`src/rtl/rx_frame.sv`:
```
// Purpose : Ethernet RX deframer: preamble/SFD hunt, dst-MAC + ethertype filter, payload into ping-pong bank, FCS check.
// Latency : each payload byte is written 1 cycle after it is sampled; the decision pulse comes 1 cycle after the first rxdv=0 sample.
// Backpressure: none; the line cannot be stalled, so every byte is consumed in the cycle it arrives.
//
// Ports:
//   clk125, rst               clock and synchronous active-high reset
//   rxd[7:0], rxdv, rxer      byte stream from the IDDR capture stage
//   wr_en, wr_addr, wr_data   payload write port {bank, offset} into the consumer's dual-port RAM
//   rd_bank                   last committed bank (the only bank the consumer may read)
//   frame_ok, frame_bad       1-cycle decision pulses
//   seq, good_cnt, bad_cnt    sequence number of the last good frame and wrapping frame counters
module rx_frame #(
    parameter logic [47:0] MAC     = 48'h0088_dab8_bf08,
    parameter logic [15:0] ETYPE   = 16'h1919,
    parameter int          PAY_LEN = 1024,
    localparam int         AW      = $clog2(PAY_LEN)
) (
    input  logic          clk125,
    input  logic          rst,
    input  logic [7:0]    rxd,
    input  logic          rxdv,
    input  logic          rxer,
    output logic          wr_en,
    output logic [AW:0]   wr_addr,
    output logic [7:0]    wr_data,
    output logic          rd_bank,
    output logic          frame_ok,
    output logic          frame_bad,
    output logic [15:0]   seq,
    output logic [15:0]   good_cnt,
    output logic [15:0]   bad_cnt
);

    localparam int          IW       = $clog2(PAY_LEN + 20);
    localparam logic [IW-1:0] IDX_SEQ0 = IW'(14);
    localparam logic [IW-1:0] IDX_SEQ1 = IW'(15);
    localparam logic [IW-1:0] IDX_PAY0 = IW'(16);
    localparam logic [IW-1:0] IDX_PAYN = IW'(PAY_LEN + 15);
    localparam logic [IW-1:0] IDX_LAST = IW'(PAY_LEN + 19);
    localparam logic [31:0]   RESIDUE  = 32'hDEBB_20E3;

    typedef enum logic [2:0] {
        S_IDLE, S_PRE, S_HDR, S_PAY, S_FCS, S_DONE, S_DROP
    } state_t;

    state_t          state_q, state_d;
    logic [IW-1:0]   idx_q, idx_d;
    logic [31:0]     crc_q, crc_d;
    logic            err_q, err_d;
    logic            long_q, long_d;
    logic [15:0]     seq_tmp_q, seq_tmp_d;
    logic            bank_q, bank_d;
    logic            rd_bank_q, rd_bank_d;
    logic [15:0]     seq_q, seq_d;
    logic [15:0]     good_cnt_q, good_cnt_d;
    logic [15:0]     bad_cnt_q, bad_cnt_d;
    logic            wr_en_q, wr_en_d;
    logic [AW:0]     wr_addr_q, wr_addr_d;
    logic [7:0]      wr_data_q, wr_data_d;
    logic            frame_ok_q, frame_ok_d;
    logic            frame_bad_q, frame_bad_d;

    logic            decide;
    logic            good_evt;
    logic            bad_evt;
    logic            hdr_chk;
    logic [7:0]      hdr_exp;
    logic [31:0]     crc_upd;

    // Byte-serial reflected CRC-32 (poly EDB88320), no final inversion:
    // running it across the received FCS leaves the fixed residue.
    function automatic logic [31:0] crc_byte(input logic [31:0] c, input logic [7:0] d);
        logic [31:0] r;
        r = c ^ {24'h0, d};
        for (int i = 0; i < 8; i++) begin
            r = r[0] ? ((r >> 1) ^ 32'hEDB8_8320) : (r >> 1);
        end
        return r;
    endfunction

    assign crc_upd = crc_byte(crc_q, rxd);

    // Header bytes that must match, indexed by position after SFD.
    always_comb begin
        hdr_chk = 1'b1;
        hdr_exp = 8'h00;
        case (idx_q)
            IW'(0):  hdr_exp = MAC[7:0];
            IW'(1):  hdr_exp = MAC[15:8];
            IW'(2):  hdr_exp = MAC[23:16];
            IW'(3):  hdr_exp = MAC[31:24];
            IW'(4):  hdr_exp = MAC[39:32];
            IW'(5):  hdr_exp = MAC[47:40];
            IW'(12): hdr_exp = ETYPE[15:8];
            IW'(13): hdr_exp = ETYPE[7:0];
            default: hdr_chk = 1'b0;
        endcase
    end

    always_comb begin
        state_d     = state_q;
        idx_d       = idx_q;
        crc_d       = crc_q;
        err_d       = err_q;
        long_d      = long_q;
        seq_tmp_d   = seq_tmp_q;
        bank_d      = bank_q;
        rd_bank_d   = rd_bank_q;
        seq_d       = seq_q;
        good_cnt_d  = good_cnt_q;
        bad_cnt_d   = bad_cnt_q;
        wr_en_d     = 1'b0;
        wr_addr_d   = wr_addr_q;
        wr_data_d   = wr_data_q;
        frame_ok_d  = 1'b0;
        frame_bad_d = 1'b0;
        decide      = 1'b0;
        good_evt    = 1'b0;
        bad_evt     = 1'b0;

        case (state_q)
            S_IDLE: begin
                long_d = 1'b0;
                if (rxdv) state_d = (rxd == 8'h55) ? S_PRE : S_DROP;
            end
            S_PRE: begin
                if (!rxdv) begin
                    state_d = S_IDLE;
                end else if (rxd == 8'hD5) begin
                    // Entry into PRE already required one 55 byte.
                    state_d = S_HDR;
                    idx_d   = '0;
                    crc_d   = 32'hFFFF_FFFF;
                    err_d   = 1'b0;
                end else if (rxd != 8'h55) begin
                    state_d = S_DROP;
                end
            end
            S_HDR, S_PAY, S_FCS: begin
                if (!rxdv) begin
                    decide = 1'b1;
                end else begin
                    crc_d = crc_upd;
                    idx_d = idx_q + IW'(1);
                    if (rxer) err_d = 1'b1;
                    case (state_q)
                        S_HDR: begin
                            if (hdr_chk && (rxd != hdr_exp)) state_d = S_DROP;
                            if (idx_q == IDX_SEQ0) seq_tmp_d[7:0] = rxd;
                            if (idx_q == IDX_SEQ1) begin
                                seq_tmp_d[15:8] = rxd;
                                state_d         = S_PAY;
                            end
                        end
                        S_PAY: begin
                            wr_en_d   = 1'b1;
                            wr_addr_d = {bank_q, AW'(idx_q - IDX_PAY0)};
                            wr_data_d = rxd;
                            if (idx_q == IDX_PAYN) state_d = S_FCS;
                        end
                        default: begin
                            if (idx_q == IDX_LAST) state_d = S_DONE;
                        end
                    endcase
                end
            end
            S_DONE: begin
                if (rxdv) begin
                    // Overlong frame: remember it so the bad pulse lands on the rxdv fall.
                    state_d = S_DROP;
                    long_d  = 1'b1;
                end else begin
                    decide = 1'b1;
                end
            end
            default: begin // S_DROP
                if (!rxdv) begin
                    state_d = S_IDLE;
                    long_d  = 1'b0;
                    bad_evt = long_q;
                end
            end
        endcase

        if (decide) begin
            state_d = S_IDLE;
            if ((state_q == S_DONE) && (crc_q == RESIDUE) && !err_q) begin
                good_evt = 1'b1;
            end else if ((state_q != S_HDR) || (idx_q >= IDX_SEQ0)) begin
                // A runt that ends before the ethertype is confirmed stays silent.
                bad_evt = 1'b1;
            end
        end

        if (good_evt) begin
            frame_ok_d = 1'b1;
            seq_d      = seq_tmp_q;
            rd_bank_d  = bank_q;
            bank_d     = ~bank_q;
            good_cnt_d = good_cnt_q + 16'd1;
        end
        if (bad_evt) begin
            frame_bad_d = 1'b1;
            bad_cnt_d   = bad_cnt_q + 16'd1;
        end
    end

    always_ff @(posedge clk125) begin
        if (rst) begin
            state_q     <= S_IDLE;
            idx_q       <= '0;
            crc_q       <= '0;
            err_q       <= 1'b0;
            long_q      <= 1'b0;
            seq_tmp_q   <= '0;
            bank_q      <= 1'b0;
            rd_bank_q   <= 1'b0;
            seq_q       <= '0;
            good_cnt_q  <= '0;
            bad_cnt_q   <= '0;
            wr_en_q     <= 1'b0;
            wr_addr_q   <= '0;
            wr_data_q   <= '0;
            frame_ok_q  <= 1'b0;
            frame_bad_q <= 1'b0;
        end else begin
            state_q     <= state_d;
            idx_q       <= idx_d;
            crc_q       <= crc_d;
            err_q       <= err_d;
            long_q      <= long_d;
            seq_tmp_q   <= seq_tmp_d;
            bank_q      <= bank_d;
            rd_bank_q   <= rd_bank_d;
            seq_q       <= seq_d;
            good_cnt_q  <= good_cnt_d;
            bad_cnt_q   <= bad_cnt_d;
            wr_en_q     <= wr_en_d;
            wr_addr_q   <= wr_addr_d;
            wr_data_q   <= wr_data_d;
            frame_ok_q  <= frame_ok_d;
            frame_bad_q <= frame_bad_d;
        end
    end

    assign wr_en     = wr_en_q;
    assign wr_addr   = wr_addr_q;
    assign wr_data   = wr_data_q;
    assign rd_bank   = rd_bank_q;
    assign frame_ok  = frame_ok_q;
    assign frame_bad = frame_bad_q;
    assign seq       = seq_q;
    assign good_cnt  = good_cnt_q;
    assign bad_cnt   = bad_cnt_q;

endmodule

```
`config.mk`:
```
export PLATFORM = sky130hd
export DESIGN_NAME = rx_frame
export DESIGN_NICKNAME = d
export VERILOG_FILES = /design/src/rtl/rx_frame.sv
export SDC_FILE = /design/constraint.sdc
export NUM_CORES = 1
export LEC_CHECK = 0
export ABC_CLOCK_PERIOD_IN_PS = 3900
export BUFFER_PORTS_ARGS = -buffer_cell sky130_fd_sc_hd__buf_2
export CELL_PAD_IN_SITES_DETAIL_PLACEMENT = 0
export CELL_PAD_IN_SITES_GLOBAL_PLACEMENT = 2
export CORE_MARGIN = 2
export CORE_UTILIZATION = 35
export DETAILED_ROUTE_END_ITERATION = 10
export PLACE_DENSITY = 0.84
export SLEW_MARGIN = 15
export SYNTH_ARGS = -nofsm -noshare
export SYNTH_HDL_FRONTEND = slang
export SYNTH_SLANG_ARGS = --single-unit
```
`constraint.sdc`:
```
create_clock -name clk125 -period 3.9 [get_ports clk125]
set_clock_uncertainty 0.2 [all_clocks]
set_input_delay 0.195 -clock clk125 [delete_from_list [all_inputs] [get_ports clk125]]
set_output_delay 0.195 -clock clk125 [all_outputs]
set_load 0.005 [all_outputs]
```
-- Yosys cells after proc, flatten, opt, wreduce, memory -nomap -nowiden
Index checks and enable logic that the tools add are counted.
- latch bits: 0
- memories: 0
- bits in writable memories: 0
- word-level logic and storage cells: 144
- bits of input ports: 12
- bits in registers: 136
- bits in read-only memories: 0
- multiply operators: 0
- $add $sub $neg: 4
- reduce and logical (&&, ||, !) cells: 23
- shift-type cells: 0
- order comparisons: 1
- mux-type cells: 52
- equality and inequality tests: 34
- divide/modulo/power cells: 0
- bitwise operators: 13
- operators by type and width (cell ; count):
    2-to-1 mux 32 bit ; 11
    NOT 13 -> 14 bit ; 8
    case mux 32 bit (2 select lines) ; 1
    case mux 8 bit (6 select lines) ; 1
    == test 11 x 4 -> 1 bit (second input constant) ; 4
    2-to-1 mux 3 bit ; 12
    2-to-1 mux 11 bit ; 3
    adder 16 x 1 -> 16 bit (second input constant) ; 2
    == test 32 bit (second input constant) ; 1
    bitwise XOR 32 x 8 -> 32 bit ; 1
    == test 11 bit (second input constant) ; 2
    == test 11 x 2 -> 1 bit (second input constant) ; 2
    == test 11 x 3 -> 1 bit (second input constant) ; 2
    case mux 11 bit (2 select lines) ; 1
    2-to-1 mux 1 bit ; 19
    != test 2 bit (second input constant) ; 6
    != test 4 bit (second input constant) ; 3
    case mux 3 bit (4 select lines) ; 1
    AND reduction 4 bit ; 3
    adder 11 x 1 -> 11 bit (second input constant) ; 1
    == test 11 x 1 -> 1 bit (second input constant) ; 1
    >= comparator 11 x 4 -> 1 bit (second input constant) ; 1
    zero test 11 bit ; 1
    subtractor 10 x 5 -> 10 bit (second input constant) ; 1
    other kinds (28) ; 39

-- Longest topological paths before layout
Gate-level depths: netlist of the first run.
- depth in word-level cells: 19
- gate-level depth with buffers: 11

-- Least setup slack after synthesis of the first run
Ideal clock, no wire load.
- path type: flip-flop to flip-flop
- start: reg state_q[2]
- end: reg good_cnt_q[13], in the netlist good_cnt[13]
- slack: 1198 ps
- stages on the path, launching flop included: 10
- arrival: 2432 ps
- data required time: 3630 ps
- clock period less this slack: 2702 ps
- cells stage by stage: dfxtp_1 clkbuf_1 inv_1 ha_1 nor2_1 inv_1 nor4_4 nand4_2 or3_1 a21oi_1
- word-level cells in the longest chain between the ends: 5
- elaborated cells between the ends (all ways): 10
- those cells by class: 4 x eq/ne; 3 x mux; 3 x reduce/logical
- RTL lines (what ; RTL line ; RTL):
    start: declaration ; 46 ; state_t state_q, state_d;
    start signal: assignment ; 227 ; state_q <= state_d;
    == test 3 bit ; 121, 187 ;
    logical AND 1 bit (2 in a row) ; 187 ; if ((state_q == S_DONE) && (crc_q == RESIDUE) && !err_q) begin
    2-to-1 mux 1 bit ; 187 ;
    2-to-1 mux 1 bit * ; 185 ; if (decide) begin
    end signal: assignment ; 236 ; good_cnt_q <= good_cnt_d;
    end: declaration ; 55 ; logic [15:0] good_cnt_q, good_cnt_d;
Mark *: on every way between the ends. The rest lies on a longest branch, timed or not.
A chain may end at the register's enable or synchronous reset.

-- Worst setup path in the final report of the first run
- start: reg state_q[2]
- end: reg good_cnt_q[5], in the netlist good_cnt[5]
The elaborated chain is that of the path after synthesis.

==> results of run 1 <==
flip-flops by register name, indices dropped and copies added (netlist names), 3 cells and up:
register and flops:
wr_addr 11, wr_data 8, state_q 3, crc_q 32
good_cnt 16, bad_cnt 16, seq 16, idx_q 11
seq_tmp_q 16
cells in the mapped netlist (all sizes together) (5+ instances only):
cell	n	area [µm²]
buf	17	96.3
mux2i	37	370
o22ai	31	194
xor2	23	201
nor2b	5	31.3
a211oi	10	75.1
xnor2	84	751
nand4	12	81.3
inv	14	52.6
nand2	56	213
ha	12	150
a21oi	28	148
nand3	15	75.1
nor2	128	480
nor4	10	83.8
clkbuf	28	106
nor3	14	92.6
and3	5	31.3
nor3b	6	56.3
or3	12	75.1
dfxtp	136	2720
o21ai	19	95.1
stage by stage:
stage	total power [mW]	setup slack [ps]	hold WS, ps	cell area, µm²	instances
after floorplan	3.47	1200	131	6660	758
after global placement	3.86	1030	234	7220	1036
after detailed placement	3.85	934	245	7220	1036
final	5.38	936	117	7900	1078
after global routing	5.73	622	169	7900	1078
after CTS	5.44	909	84.8	7900	1078
cell type report:
class	count	area (µm²)	area share [%]
clock buffer	20	457	5.78
clock inverter	12	118	1.49
inverter	14	52.6	0.666
multi-input combinational	563	3690	46.7
sequential	136	2720	34.5
tap	234	293	3.71
timing repair buffer	99	566	7.16
per-layer routing:
metal	wire length [µm]	track usage, %	vias to the layer above
li1	-	-	2768
met3	588	3.85	14
met4	282	5.84	0
met1	8010	22.4	2618
met2	7870	26.8	99
met5	0	0	-
final timing paths:
| path | depth (start not counted) | startpoint | end | slack [ps] |
|---|---|---|---|---|
| hold / removal | 2 | rxdv | frame_bad | 120 |
| setup / recovery | 8 | state_q[2] | good_cnt[5] | 940 |
| hold reg to reg | 2 | wr_addr[3] | wr_addr[3] | 250 |
| setup reg to reg | 8 | state_q[2] | good_cnt[5] | 940 |
power by group through the flow:
stage	Sequential (mW)	Combinational [mW]	Clock, mW
CTS	1.76	2.08	1.59
detailed placement	1.79	2.06	0
global placement	1.79	2.07	0
floorplan	1.72	1.75	0
finish	1.77	2.08	1.54
global route	1.79	2.28	1.66
critical path, delay by kind of cell, from the launching register on:
kind | cells | cell delay, ps
and+or+nand+nor | 4 | 1320
DFF | 1 | 620
adders and majority gates | 1 | 320
buffers and inverters | 2 | 300
AOI/OAI and AO/OA | 1 | 140
timing repair:
action	CTS	global route
hold buffers	10	0
buffers inserted	0	0
endpoints found under the hold margin	25	0
logic make-up (layout without fill, tap and decap cells):
| logic type | Yosys count | count (layout) | share of synthesized area (%) |
|---|---|---|---|
| and+or+nand+nor | 285 | 285 | 21.4 |
| DFF | 136 | 136 | 40.9 |
| AOI/OAI and AO/OA | 122 | 122 | 11.8 |
| xor gates and xnor gates | 107 | 107 | 14.3 |
| buffers and inverters | 59 | 145 | 3.83 |
| muxes | 37 | 37 | 5.56 |
| adders and majority gates | 12 | 12 | 2.26 |
==> flow_summary_export.csv, run 1 <==
group,metric,value,unit
status,outcome,"finished, final reports clean",
layout,fillers,1895,
worst_setup_path,slowest_stage,"dfxtp_1",
global_route,grt_pass1_wl,26800,µm
placement,portBuffers,82,
floorplanning,fp.dieW,142,µm
worst_setup_path,startpoint_type,"flop",
routing,drc,0,
timing,finalHoldViolCount,0,
global_route,overflow,0,
routing,routed_wirelength,16800,µm
layout,nNetsFinal,855,
timing,fin_crit,2960,ps
worst_setup_path,end_kind,"flop",
global_route,antenna_found_initial,0,
timing,max_freq,337,MHz
clocking,cts_root_buffer,"clkbuf_16",
timing,rsz0062_at_grt,"false",
placement,place.gp.congestion,0.845,
clocking,cts_repair_resize_count,0,
floorplanning,dieArea,20100,µm²
synthesis,synth_seq_cells,136,
placement,place_hpwl,11600,µm
global_route,track_usage,16.8,%
floorplanning,rows,50,
pwr,switching_share,35.6,%
clocking,path_clk_slew,60,ps
timing,setup_viol,0,
layout,antenna_cells,0,
synthesis,async_flop_share,0,%
worst_setup_path,critPathMostFrequentCell,"inv_1",
timing,slew_headroom,47.7,%
pwr,peakVddDrop,0.332,mV
worst_setup_path,cp.arrival,3110,ps
global_route,first_global_vias,5062,
synthesis,syn_area,6660,µm²
worst_setup_path,slowest_delay,620,ps
synthesis,syn_nets,782,
layout,drive_gt1_share,16.2,%
routing,dr.pass1.iters,4,
layout,final_common_cell,"dfxtp_1",
pwr,intPower,3.47,mW
routing,post_drt_wl_per_cell,15.5,µm
floorplanning,core-area,18700,µm²
worst_setup_path,setup.worst_path.class,"flop to flop",
worst_setup_path,crit_required,4050,ps
routing,num_vias,5499,
pwr,combPwrFrac,38.6,%
clocking,clock-sinks,136,
layout,layout-area-overhead-vs-synth,18.6,%
pwr,p_per_area,682,nW/µm²
synthesis,synthCells,758,
timing,tightest_slew,783,ps
pwr,power.leakage,2.96,nW
clocking,numCtsBuffers,17,
worst_setup_path,cp_max_fo,14,
floorplanning,die_y,142,µm
synthesis,synth_flop_cell,"dfxtp_1",
timing,finalSetupTns,0,ps
worst_setup_path,crit_chain,"inv_1, ha_1, nor2_1, inv_1, nor4_4, nand4_2, or3_1, a21oi_1",
routing,ant_nets,0,
synthesis,yosysWarnings,0,
timing,period_share,76.0,%
floorplanning,initial_core_util,35.6,%
routing,drt_iter0_drc,396,
pwr,switchingPower,1.92,mW
timing,slew_violations,0,
synthesis,synth-edff-count,0,
clocking,h-tree-depth,4,
layout,final_cell_mix,"136 x dfxtp_1, 128 x nor2_1, 82 x xnor2_1",
floorplanning,io_pins,83,
hold_path,hp-class,"primary input to flop",
global_route,grt_max_degree,63,
clocking,cts_buffer_depth,2,
pwr,pwr-share-seq,32.8,%
layout,utilization,42.2,%
synthesis,synth-seq-area-share,40.9,%
clocking,insertion_delay,410,ps
pwr,p_clk_share,28.6,%
run,max_cap_violations,0,
routing,vias_per_cell,5.10,
synthesis,synth_cell_type_count,66,
synthesis,avgSynthCellArea,8.78,µm²
clocking,cts_tree,"yes",
Power figures use the tool's default switching activity.
==> run 2, diff against run 1 <==
- ABC_CLOCK_PERIOD_IN_PS: 3900 -> 2700
- CORE_UTILIZATION: 35 -> 32
- PLACE_DENSITY: 0.84 -> 0.81
- clock period: 3.9 -> 2.7 ns (I/O delays scaled with it)
==> run 2 against run 1 <==
- clock-buffer cell count rose by 1
- register-to-register slack got worse by 750 ps
- highest routed layer unchanged
- flip-flop and latch count did not move
- final area rose by 5.5%
- clock power rose by 55%
- utilization fell by 1.2 points
- sequential power rose by 42%
- combinational power rose by 57%
==> flow_summary_export.csv, run 2 (synthesis gave the netlist of run 1 again) <==
group,metric,value,unit
routing,drc,0,
worst_setup_path,crit_chain,"dlygate4sd3_1, buf_2, xnor2_2, xnor2_1, xnor2_1, xnor2_1, xnor2_1, o22ai_1, nor2_1",
clocking,cts_root_buffer,"clkbuf_16",
timing,period_share,93.6,%
clocking,cts_buffer_depth,2,
floorplanning,die_y,148,µm
worst_setup_path,slowest_delay,620,ps
layout,final_cell_mix,"135 x dfxtp_1, 127 x nor2_1, 82 x xnor2_1",
routing,routed_wirelength,17300,µm
hold_path,hp-class,"flop to flop",
layout,drive_gt1_share,20.4,%
run,max_cap_violations,0,
clocking,insertion_delay,420,ps
timing,setup_viol,0,
global_route,first_global_vias,5157,
placement,place_hpwl,12200,µm
floorplanning,core-area,20300,µm²
placement,portBuffers,82,
layout,largest_reg_flops,32,
layout,layout-area-overhead-vs-synth,25.1,%
worst_setup_path,crit_required,2800,ps
worst_setup_path,startpoint_type,"primary input",
routing,post_drt_wl_per_cell,15.0,µm
routing,ant_nets,0,
worst_setup_path,critPathMostFrequentCell,"xnor2_1",
placement,place.gp.congestion,0.829,
worst_setup_path,cp.arrival,2630,ps
worst_setup_path,end_kind,"flop",
layout,antenna_cells,0,
timing,tightest_slew,876,ps
clocking,numCtsBuffers,17,
floorplanning,fp.dieW,148,µm
worst_setup_path,critPathTopFamily,"XOR/XNOR gates",
layout,fin_cells,1149,
global_route,grt_max_degree,67,
clocking,cts_tree,"yes",
global_route,grt_pass1_wl,28000,µm
worst_setup_path,crit_path_start,"rxd[2]",
routing,num_vias,5611,
timing,slew_violations,0,
timing,rsz0062_at_grt,"false",
timing,fin_ws,174,ps
layout,nNetsFinal,890,
pwr,power.leakage,3.17,nW
global_route,overflow,0,
clocking,clock-sinks,136,
clocking,h-tree-depth,4,
worst_setup_path,critPathBufInv,2,
layout,max_flop_register,"crc_q",
routing,dr.pass1.iters,4,
worst_setup_path,slowest_stage,"xnor2_2",
worst_setup_path,cp_max_fo,9,
status,outcome,"finished, final reports clean",
worst_setup_path,r2r_start,"idx_q[6]",
placement,post_dp_cell_area,7540,µm²
placement,dpl_worst_slack,83.7,ps
timing,finalHoldViolCount,0,
timing,finalSetupTns,0,ps
layout,fin_area,8330,µm²
hold_path,hp-start,"wr_addr[1]",
pwr,total_power,8.16,mW
timing,slew_headroom,41.2,%
layout,final_common_cell,"dfxtp_1",
timing,max_freq,396,MHz
routing,drt_iter0_drc,261,
floorplanning,initial_core_util,32.8,%
pwr,p_per_area,980,nW/µm²
floorplanning,rows,52,
floorplanning,io_pins,83,
pwr,peakVddDrop,0.491,mV
routing,vias_per_cell,4.88,
floorplanning,dieArea,22000,µm²
global_route,antenna_found_initial,0,
placement,dpl.cell_count,1103,
timing,fin_crit,2530,ps
worst_setup_path,setup.worst_path.class,"primary input to flop",
global_route,track_usage,16.0,%
clocking,path_clk_slew,60,ps
[run 2: layer usage]
layer	GRT usage, %	vias up	share of wire, %
met5	0	-	0
met4	6.48	0	2.0
met3	3.22	21	3.3
met2	24.7	77	46
met1	21.9	2669	49
li1	-	2844	-
[run 2: final timing paths]
path,end,slack [ps],cells past startpoint
worst max register to register,state_q[2],190,7
worst max-delay path,crc_q[19],170,9
worst min register to register,wr_addr[1],250,2
worst min-delay path,wr_addr[1],250,2
[run 2: power breakdown]
part	leakage (nW)	switching (mW)	total [mW]	internal (mW)
registers	1.10	0.261	2.52	2.26
clock network	0.285	0.883	2.38	1.50
logic	1.78	1.65	3.26	1.61
[run 2: area by class of cell]
type	instances	area [µm²]
sequential	136	2720
timing repair buffer	134	872
inverter	14	52.6
fill	2080	12000
tap	270	338
multi-input combinational	563	3740
clock inverter	11	148
clock buffer	21	460
[run 2: metrics by stage]
step | utilization [%] | hold slack, ps
floorplan | - | 71.0
global placement | 37.1 | 183
detailed placement | 37.1 | 195
CTS | 40.7 | 255
global route | 41.0 | 276
finish | 41.0 | 252
[run 2: worst min-delay path, stage by stage (launching register included)]
cell     delay [ps]
dfxtp_1         300
nand2_1          50
a21oi_1          50
[run 2: what timing repair did]
action,CTS,global route
hold endpoints to repair,50,0
setup endpoints to repair,0,22
hold buffers,11,0
setup buffers,0,3
resized for setup,0,12
